$ cat config.mk
export PLATFORM = sky130hd
export DESIGN_NAME = tap_dot_product
export DESIGN_NICKNAME = d
export VERILOG_FILES = /design/src/rtl/conv_pkg.sv /design/src/rtl/fx_sat_shift.sv /design/src/rtl/tap_dot_product.sv
export SDC_FILE = /design/constraint.sdc
export NUM_CORES = 1
export LEC_CHECK = 0
export BUFFER_PORTS_ARGS = -buffer_cell sky130_fd_sc_hd__clkbuf_2
export CAP_MARGIN = 20
export CELL_PAD_IN_SITES_DETAIL_PLACEMENT = 2
export CELL_PAD_IN_SITES_GLOBAL_PLACEMENT = 2
export CORE_ASPECT_RATIO = 1.25
export CORE_MARGIN = 1
export CORE_UTILIZATION = 46
export CTS_BUF_LIST = sky130_fd_sc_hd__clkbuf_2
export CTS_CLUSTER_DIAMETER = 80
export DETAILED_ROUTE_END_ITERATION = 12
export MAX_ROUTING_LAYER = met4
export PLACE_DENSITY_LB_ADDON = 0.12
export SLEW_MARGIN = 30
export SYNTH_ARGS = -nofsm -noshare
export SYNTH_HDL_FRONTEND = slang
export SYNTH_HIERARCHICAL = 1
export SYNTH_SLANG_ARGS = --single-unit
$ cat constraint.sdc
create_clock -name clk -period 18.5 [get_ports clk]
set_input_delay 1.85 -clock clk [delete_from_list [all_inputs] [get_ports clk]]
set_output_delay 1.85 -clock clk [all_outputs]
set_load 0.03 [all_outputs]
$ cat src/rtl/conv_pkg.sv
// Shared types, constants and fixed-point helpers for the conv datapath stages.
package conv_pkg;

    localparam int DEF_W    = 16;
    localparam int DEF_FRAC = 12;
    localparam int ACC_W    = 2 * DEF_W + 3;

    typedef enum logic [1:0] {
        IDLE = 2'd0,
        MAC  = 2'd1,
        DONE = 2'd2
    } state_t;

    localparam logic [2:0] SEL_W0   = 3'd0;
    localparam logic [2:0] SEL_W1   = 3'd1;
    localparam logic [2:0] SEL_W2   = 3'd2;
    localparam logic [2:0] SEL_W3   = 3'd3;
    localparam logic [2:0] SEL_BIAS = 3'd4;

    // Returns {sat, data}: arithmetic shift right by FRAC, clamped to W-bit signed range.
    function automatic logic [DEF_W:0] sat_shift(input logic [ACC_W-1:0] acc);
        logic signed [ACC_W-1:0] shifted;
        logic [ACC_W-DEF_W:0]    hi;
        logic                    sat;
        logic [DEF_W-1:0]        data;
        shifted = $signed(acc) >>> DEF_FRAC;
        hi      = shifted[ACC_W-1:DEF_W-1];
        sat     = !((hi == '0) || (hi == '1));
        if (!sat)
            data = shifted[DEF_W-1:0];
        else if (shifted[ACC_W-1])
            data = {1'b1, {(DEF_W-1){1'b0}}};
        else
            data = {1'b0, {(DEF_W-1){1'b1}}};
        return {sat, data};
    endfunction

endpackage

$ cat src/rtl/fx_sat_shift.sv
// Combinational fixed-point rescale: arithmetic shift right by FRAC, then clamp
// to the signed W-bit range with a flag reporting whether clamping occurred.
module fx_sat_shift
    import conv_pkg::*;
#(
    parameter int ACC_BITS = ACC_W,
    parameter int W        = DEF_W,
    parameter int FRAC     = DEF_FRAC
) (
    input  logic [ACC_BITS-1:0] acc,
    output logic [W-1:0]        data,
    output logic                sat
);

    logic signed [ACC_BITS-1:0] shifted;
    logic [ACC_BITS-W:0]        hi;

    // In range iff every bit above the result's sign bit matches that sign bit.
    always_comb begin
        shifted = $signed(acc) >>> FRAC;
        hi      = shifted[ACC_BITS-1:W-1];
        sat     = !((hi == '0) || (hi == '1));
        if (!sat)
            data = shifted[W-1:0];
        else if (shifted[ACC_BITS-1])
            data = {1'b1, {(W-1){1'b0}}};
        else
            data = {1'b0, {(W-1){1'b1}}};
    end

endmodule

$ cat src/rtl/tap_dot_product.sv
// One dilated causal conv output per 4-tap window: sat(bias + sum w[k]*tap[k]),
// computed with a single multiplier stepped over the taps, valid/ready on both sides.
module tap_dot_product
    import conv_pkg::*;
#(
    parameter int W    = DEF_W,
    parameter int FRAC = DEF_FRAC
) (
    input  logic           clk,
    input  logic           rst,
    input  logic [4*W-1:0] tap,
    input  logic           in_valid,
    output logic           in_ready,
    input  logic           wr_en,
    input  logic [2:0]     wr_sel,
    input  logic [W-1:0]   wr_data,
    output logic           wr_ready,
    output logic [W-1:0]   out_data,
    output logic           out_sat,
    output logic           out_valid,
    input  logic           out_ready
);

    localparam int AW = 2 * W + 3;

    state_t state, state_nxt;

    logic signed [W-1:0]   coef_w [4];
    logic signed [W-1:0]   bias;
    logic signed [W-1:0]   w_snap [4];
    logic signed [W-1:0]   tap_q  [4];
    logic signed [AW-1:0]  acc;
    logic signed [AW-1:0]  acc_nxt;
    logic signed [2*W-1:0] prod;
    logic [1:0]            idx;
    logic [W-1:0]          res_data;
    logic                  res_sat;

    always_ff @(posedge clk) begin
        if (!rst)
            state <= IDLE;
        else
            state <= state_nxt;
    end

    always_comb begin
        state_nxt = state;
        unique case (state)
            IDLE:    if (in_valid) state_nxt = MAC;
            MAC:     if (idx == 2'd3) state_nxt = DONE;
            DONE:    if (out_ready) state_nxt = IDLE;
            default: state_nxt = IDLE;
        endcase
    end

    always_comb begin
        in_ready = (state == IDLE);
        wr_ready = (state == IDLE);
    end

    always_ff @(posedge clk) begin
        if (!rst) begin
            for (int unsigned k = 0; k < 4; k++)
                coef_w[k] <= '0;
            bias <= '0;
        end else if (wr_en && wr_ready) begin
            case (wr_sel)
                SEL_W0:   coef_w[0] <= wr_data;
                SEL_W1:   coef_w[1] <= wr_data;
                SEL_W2:   coef_w[2] <= wr_data;
                SEL_W3:   coef_w[3] <= wr_data;
                SEL_BIAS: bias      <= wr_data;
                default:  ;
            endcase
        end
    end

    assign prod    = w_snap[idx] * tap_q[idx];
    assign acc_nxt = acc + {{(AW-2*W){prod[2*W-1]}}, prod};

    // Fed with acc_nxt so the result registers on the same edge as the last MAC step.
    fx_sat_shift #(
        .ACC_BITS (AW),
        .W        (W),
        .FRAC     (FRAC)
    ) u_sat (
        .acc  (acc_nxt),
        .data (res_data),
        .sat  (res_sat)
    );

    // Weights are snapshotted with the taps so a same-cycle coefficient write
    // only takes effect from the following window.
    always_ff @(posedge clk) begin
        if (!rst) begin
            acc       <= '0;
            idx       <= '0;
            out_data  <= '0;
            out_sat   <= 1'b0;
            out_valid <= 1'b0;
            for (int unsigned k = 0; k < 4; k++) begin
                tap_q[k]  <= '0;
                w_snap[k] <= '0;
            end
        end else begin
            unique case (state)
                IDLE: begin
                    if (in_valid) begin
                        for (int unsigned k = 0; k < 4; k++) begin
                            tap_q[k]  <= tap[k*W +: W];
                            w_snap[k] <= coef_w[k];
                        end
                        acc <= {{(AW-W){bias[W-1]}}, bias} << FRAC;
                        idx <= '0;
                    end
                end
                MAC: begin
                    acc <= acc_nxt;
                    idx <= idx + 2'd1;
                    if (idx == 2'd3) begin
                        out_data  <= res_data;
                        out_sat   <= res_sat;
                        out_valid <= 1'b1;
                    end
                end
                DONE: begin
                    if (out_ready)
                        out_valid <= 1'b0;
                end
                default: ;
            endcase
        end
    end

endmodule

== Word level (Yosys, flattened, before mapping) ==
Memories as Yosys holds them, arrays and structs flattened. A register that Yosys moved wholly into a read port is not among the register bits.
Cells that the tools add are included.

* Bits in registers: 73
* Bits in writable memories: 192
* Memories kept: 3
* Input bits: 88

* $add $sub $neg: 2
* Multiplexer cells: 50
* Eq/ne operators: 11
* Reduce and logical (&&, ||, !) cells: 13
* Bitwise gates (word level): 12
* Multipliers: 1

{| class="wikitable"
|+ Memories
! name !! depth !! width !! rd ports !! clocked after Yosys merged registers in !! wr ports !! RTL line !! RTL
|-
| coef_w || 4 || 16 || 4 || 0 || 4 || tap_dot_product.sv:28 || <nowiki>logic signed [W-1:0] coef_w [4];</nowiki>
|-
| tap_q || 4 || 16 || 1 || 1 || 4 || tap_dot_product.sv:31 || <nowiki>logic signed [W-1:0] tap_q [4];</nowiki>
|-
| w_snap || 4 || 16 || 1 || 1 || 4 || tap_dot_product.sv:30 || <nowiki>logic signed [W-1:0] w_snap [4];</nowiki>
|}

{| class="wikitable"
|+ Operators with widths
! kind !! count
|-
| $mux 16 || 14
|-
| $pmux 35 s2 || 1
|-
| $add 35x35->35 || 1
|-
| $mux 35 || 1
|-
| $mul 16x16->32 || 1
|-
| $mux 1 || 23
|-
| $eq 20x20->1 const B || 1
|-
| $logic_not 20->1 || 1
|-
| $mux 2 || 8
|-
| $or 1x1->1 || 12
|-
| $eq 3x2->1 const B || 2
|-
| $ne 2x2->1 const B || 3
|-
| $pmux 2 s3 || 1
|-
| $reduce_and 2->1 || 3
|-
| $reduce_and 3->1 || 2
|-
| $eq 2x2->1 const B || 2
|-
| $pmux 2 s2 || 1
|-
| $reduce_bool 2->1 || 2
|-
| $eq 3x1->1 const B || 1
|-
| $eq 3x3->1 const B || 1
|-
| $logic_not 3->1 || 1
|-
| $add 2x1->2 const B || 1
|-
| $eq 2x1->1 const B || 1
|-
| $logic_not 2->1 || 1
|-
| other kinds (4) || 4
|}

== Longest topological paths before layout ==
* Depth after elaboration: 6
* Mapped depth: 45

== Modules after synthesis ==
The synthesis kept the hierarchy.

{| class="wikitable"
|+ By module, submodules not included
! module !! times used !! sequential area each (µm²) !! cells an instance !! area each (µm²)
|-
| tap_dot_product || 1 || 7267.0 || 2262 || 22545.4
|-
| fx_sat_shift || 1 || 0.0 || 26 || 245.2
|}

== Least setup slack after synthesis ==
OpenSTA, ideal clock, no wires.

* Path kind: reg2reg
* Start point: register (tool-made name)
* End point: register out_data[11]
* Stages on the path, launching flop included: 42
* Setup slack: 8684 ps
* Data arrival time: 9746 ps
* Required time: 18430 ps
* Cell sequence: dfxtp_1 -> clkbuf_1 -> buf_1 -> clkbuf_1 -> nand2_1 -> o21ai_1 -> clkbuf_1 -> nor2_1 -> fa_1 -> inv_1 -> fa_1 -> fa_1 -> inv_1 -> fa_1 -> fa_1 -> inv_1 -> fa_1 -> inv_1 -> [6 not listed] -> a211oi_1 -> xnor2_1 -> ha_1 -> clkbuf_1 -> nand3_1 -> or2_2 -> a211oi_1 -> a21oi_1 -> mux2i_1 -> or4_1 -> and2_1 -> nor4_4 -> nand2_2 -> o21ai_4 -> buf_8 -> a21o_1 -> nand2_1 -> a21oi_1

{| class="wikitable"
|+ RTL lines
! item !! RTL line !! RTL
|-
| end signal, assigned || tap_dot_product.sv:121 || <nowiki>out_data <= res_data;</nowiki>
|-
| end, declared || tap_dot_product.sv:18 || <nowiki>output logic [W-1:0] out_data,</nowiki>
|}

==> summary.md <==
| Metric | Value |
|---|---|
| Die Width | 201 µm |
| Commonest cells after routing, fill and taps aside | 332 x inv_1, 263 x fa_1, 232 x nand2_1 |
| CTS resizes | 0 |
| Die height | 251 µm |
| Detail Route Antenna Nets | 0 |
| WL final | 88600 µm |
| Die Area | 50400 µm² |
| Most frequent cell on the critical path | fa_1 |
| Critical path endpoint category | flip-flop |
| Via count | 18100 |
| Worst path arrival time | 12.73 ns |
| First-pass GRT wire length | 132000 µm |
| Run status | finished, final reports clean |
| Gr usage total | 0.366 |
| Synthesized area | 22800 µm² |
| Core ar. | 48500 µm² |
| Vias per cell | 5.84 |
| Final setup fails | 0 |
| DR WL/cell | 28.6 µm |
| Slowest-stage cell, CP | dfxtp_2 |
| CP max FO | 38 |
| GRT overflow | 0 |
| Clk buf depth | 3 |
| Slowest cell delay on critical path | 0.72 ns |
| Hold_sp | out_data[11]$_SDFFE_PN0P_ |
| Max-cap violations | 0 |
| Starting density of the core | 0.469 |
| Worst EP required | 19.44 ns |
| TritonCTS clock tree | built |
| CTS Buf Count | 71 |
| Final min period | 11.79 ns |
| Final count of pins violating max slew | 0 |
| Final hold vios | 0 |
| Worst Tran Pin Value | 0.975 ns |
| Startpoint types | flip-flop |
| HP Class | reg -> reg |
| Antenna violations before repair | 6 |
| Largest net degree at the start of global routing | 129 |
| Commonest non-fill, non-tap cell in the layout | inv_1 |
| Hold Path Depth | 2 |
| Avg Inst Size Synth | 9.96 µm² |
| Layout cell share with drive strength beyond 1 | 0.129 |
| # fillers | 5045 |
| Detailed-placement wirelength estimate | 62300 µm |
| Worst r2r path cells | 37 |
| Mapped Cells | 2287 |
| DRC violations left | 0 |
| Clock sinks | 267 |
| Row count | 90 |
| Io pins | 108 |
| Synthesis warning total | 6 |
| P&R area growth vs syn | 8.19% |
| Post-synth net total | 2755 |
| Vias in the first global route | 21200 |
| Post-CTS setup buffer count | 0 |
| Worst reg2reg path endpoint | out_data[2]$_SDFFE_PN0P_ |
| Layout Nets | 2858 |
| Fin crit share | 0.637 |
| Skew-Pair Late Insertion Delay | 1.15 ns |
| Clock Tree Root | clkbuf_2 |
| R2R Setup Slk | 6.71 ns |
| Setup tns final | 0 ns |
| RSZ-0062 raised after global routing | false |
| Clock transition at path regs | 0.13 ns |
| Clk_skew | 0.153 ns |
| Initial DRC count | 1116 |
| Crit Path Class | reg -> reg |
| Hold-fix buffers, CTS | 0 |
| H-tree Lvls | 3 |
| Final instance area | 24600 µm² |
| WHS Endpoint | out_data[11]$_SDFFE_PN0P_ |
| Drt first pass iters | 5 |
| Routability Congestion | 0.884 |
| Slew margin rel. | 0.345 |
| Placed cell areas | 24000 µm² |
| Max Clock Freq | 84.8 MHz |
| I/O Buffers | 107 |
==> registers in the layout (all words and copies together), names as in the netlist, 2 cells and up, named ones only <==
register	cells
acc	35
bias	16
coef_w	64
idx	2
out_data	16
state	2
tap_q	64
w_snap	64
==> metrics by stage <==
| step | worst slack (ns) | utilization | instances | hold WS [ns] |
|---|---|---|---|---|
| after floorplan | 8.68 | - | 2287 | 0.441 |
| after global placement | 7.53 | 0.493 | 2961 | 0.445 |
| after detailed placement | 7.04 | 0.493 | 2961 | 0.450 |
| after CTS | 6.79 | 0.507 | 3087 | 0.471 |
| after global routing | 6.24 | 0.508 | 3094 | 0.491 |
| final | 6.71 | 0.508 | 3094 | 0.468 |
==> final cells by class <==
class	instances	area (µm²)	area share
Clock inverter	22	150	0.00609
Sequential cell	267	7270	0.295
Multi-Input combinational cell	1589	13900	0.565
Clock buffer	104	520	0.0211
Inverter	333	1250	0.0507
Timing Repair Buffer	128	701	0.0284
Tap cell	644	806	0.0327
Antenna cell	7	17.5	0.000711
==> worst max-delay path: cells and delay by family, from the launching register on <==
| family | cells | cell delay [ns] |
|---|---|---|
| flops | 1 | 0.72 |
| buf+inv | 6 | 0.97 |
| fa+ha+maj | 8 | 3.96 |
| simple gates | 6 | 0.82 |
| xor+xnor | 2 | 0.87 |
| mux | 1 | 0.19 |
| compound gates | 14 | 4.06 |
==> how the worst max path moves through the flow <==
stage / from / to / slack (ns) / cells past startpoint
global route: flip-flop / out_data[2]$_SDFFE_PN0P_ / 6.24 / 40
floorplan: flip-flop / out_data[11]$_SDFFE_PN0P_ / 8.68 / 41
detailed placement: flip-flop / out_data[7]$_SDFFE_PN0P_ / 7.04 / 36
global placement: flip-flop / out_data[1]$_SDFFE_PN0P_ / 7.53 / 36
CTS: flip-flop / out_data[2]$_SDFFE_PN0P_ / 6.79 / 36
finish: flip-flop / out_data[2]$_SDFFE_PN0P_ / 6.71 / 37
==> layer usage <==
layer	share of wire	wire, µm	vias to the layer above	track usage
met5	0	0	-	-
met4	0.065	5730	0	0.223
met3	0.048	4240	313	0.0521
met2	0.53	47100	644	0.652
met1	0.36	31500	9451	0.382
li1	-	-	7661	-
Power is not shown: default switching activity piles up to over one toggle a cycle in this logic, so the estimate is an artifact.
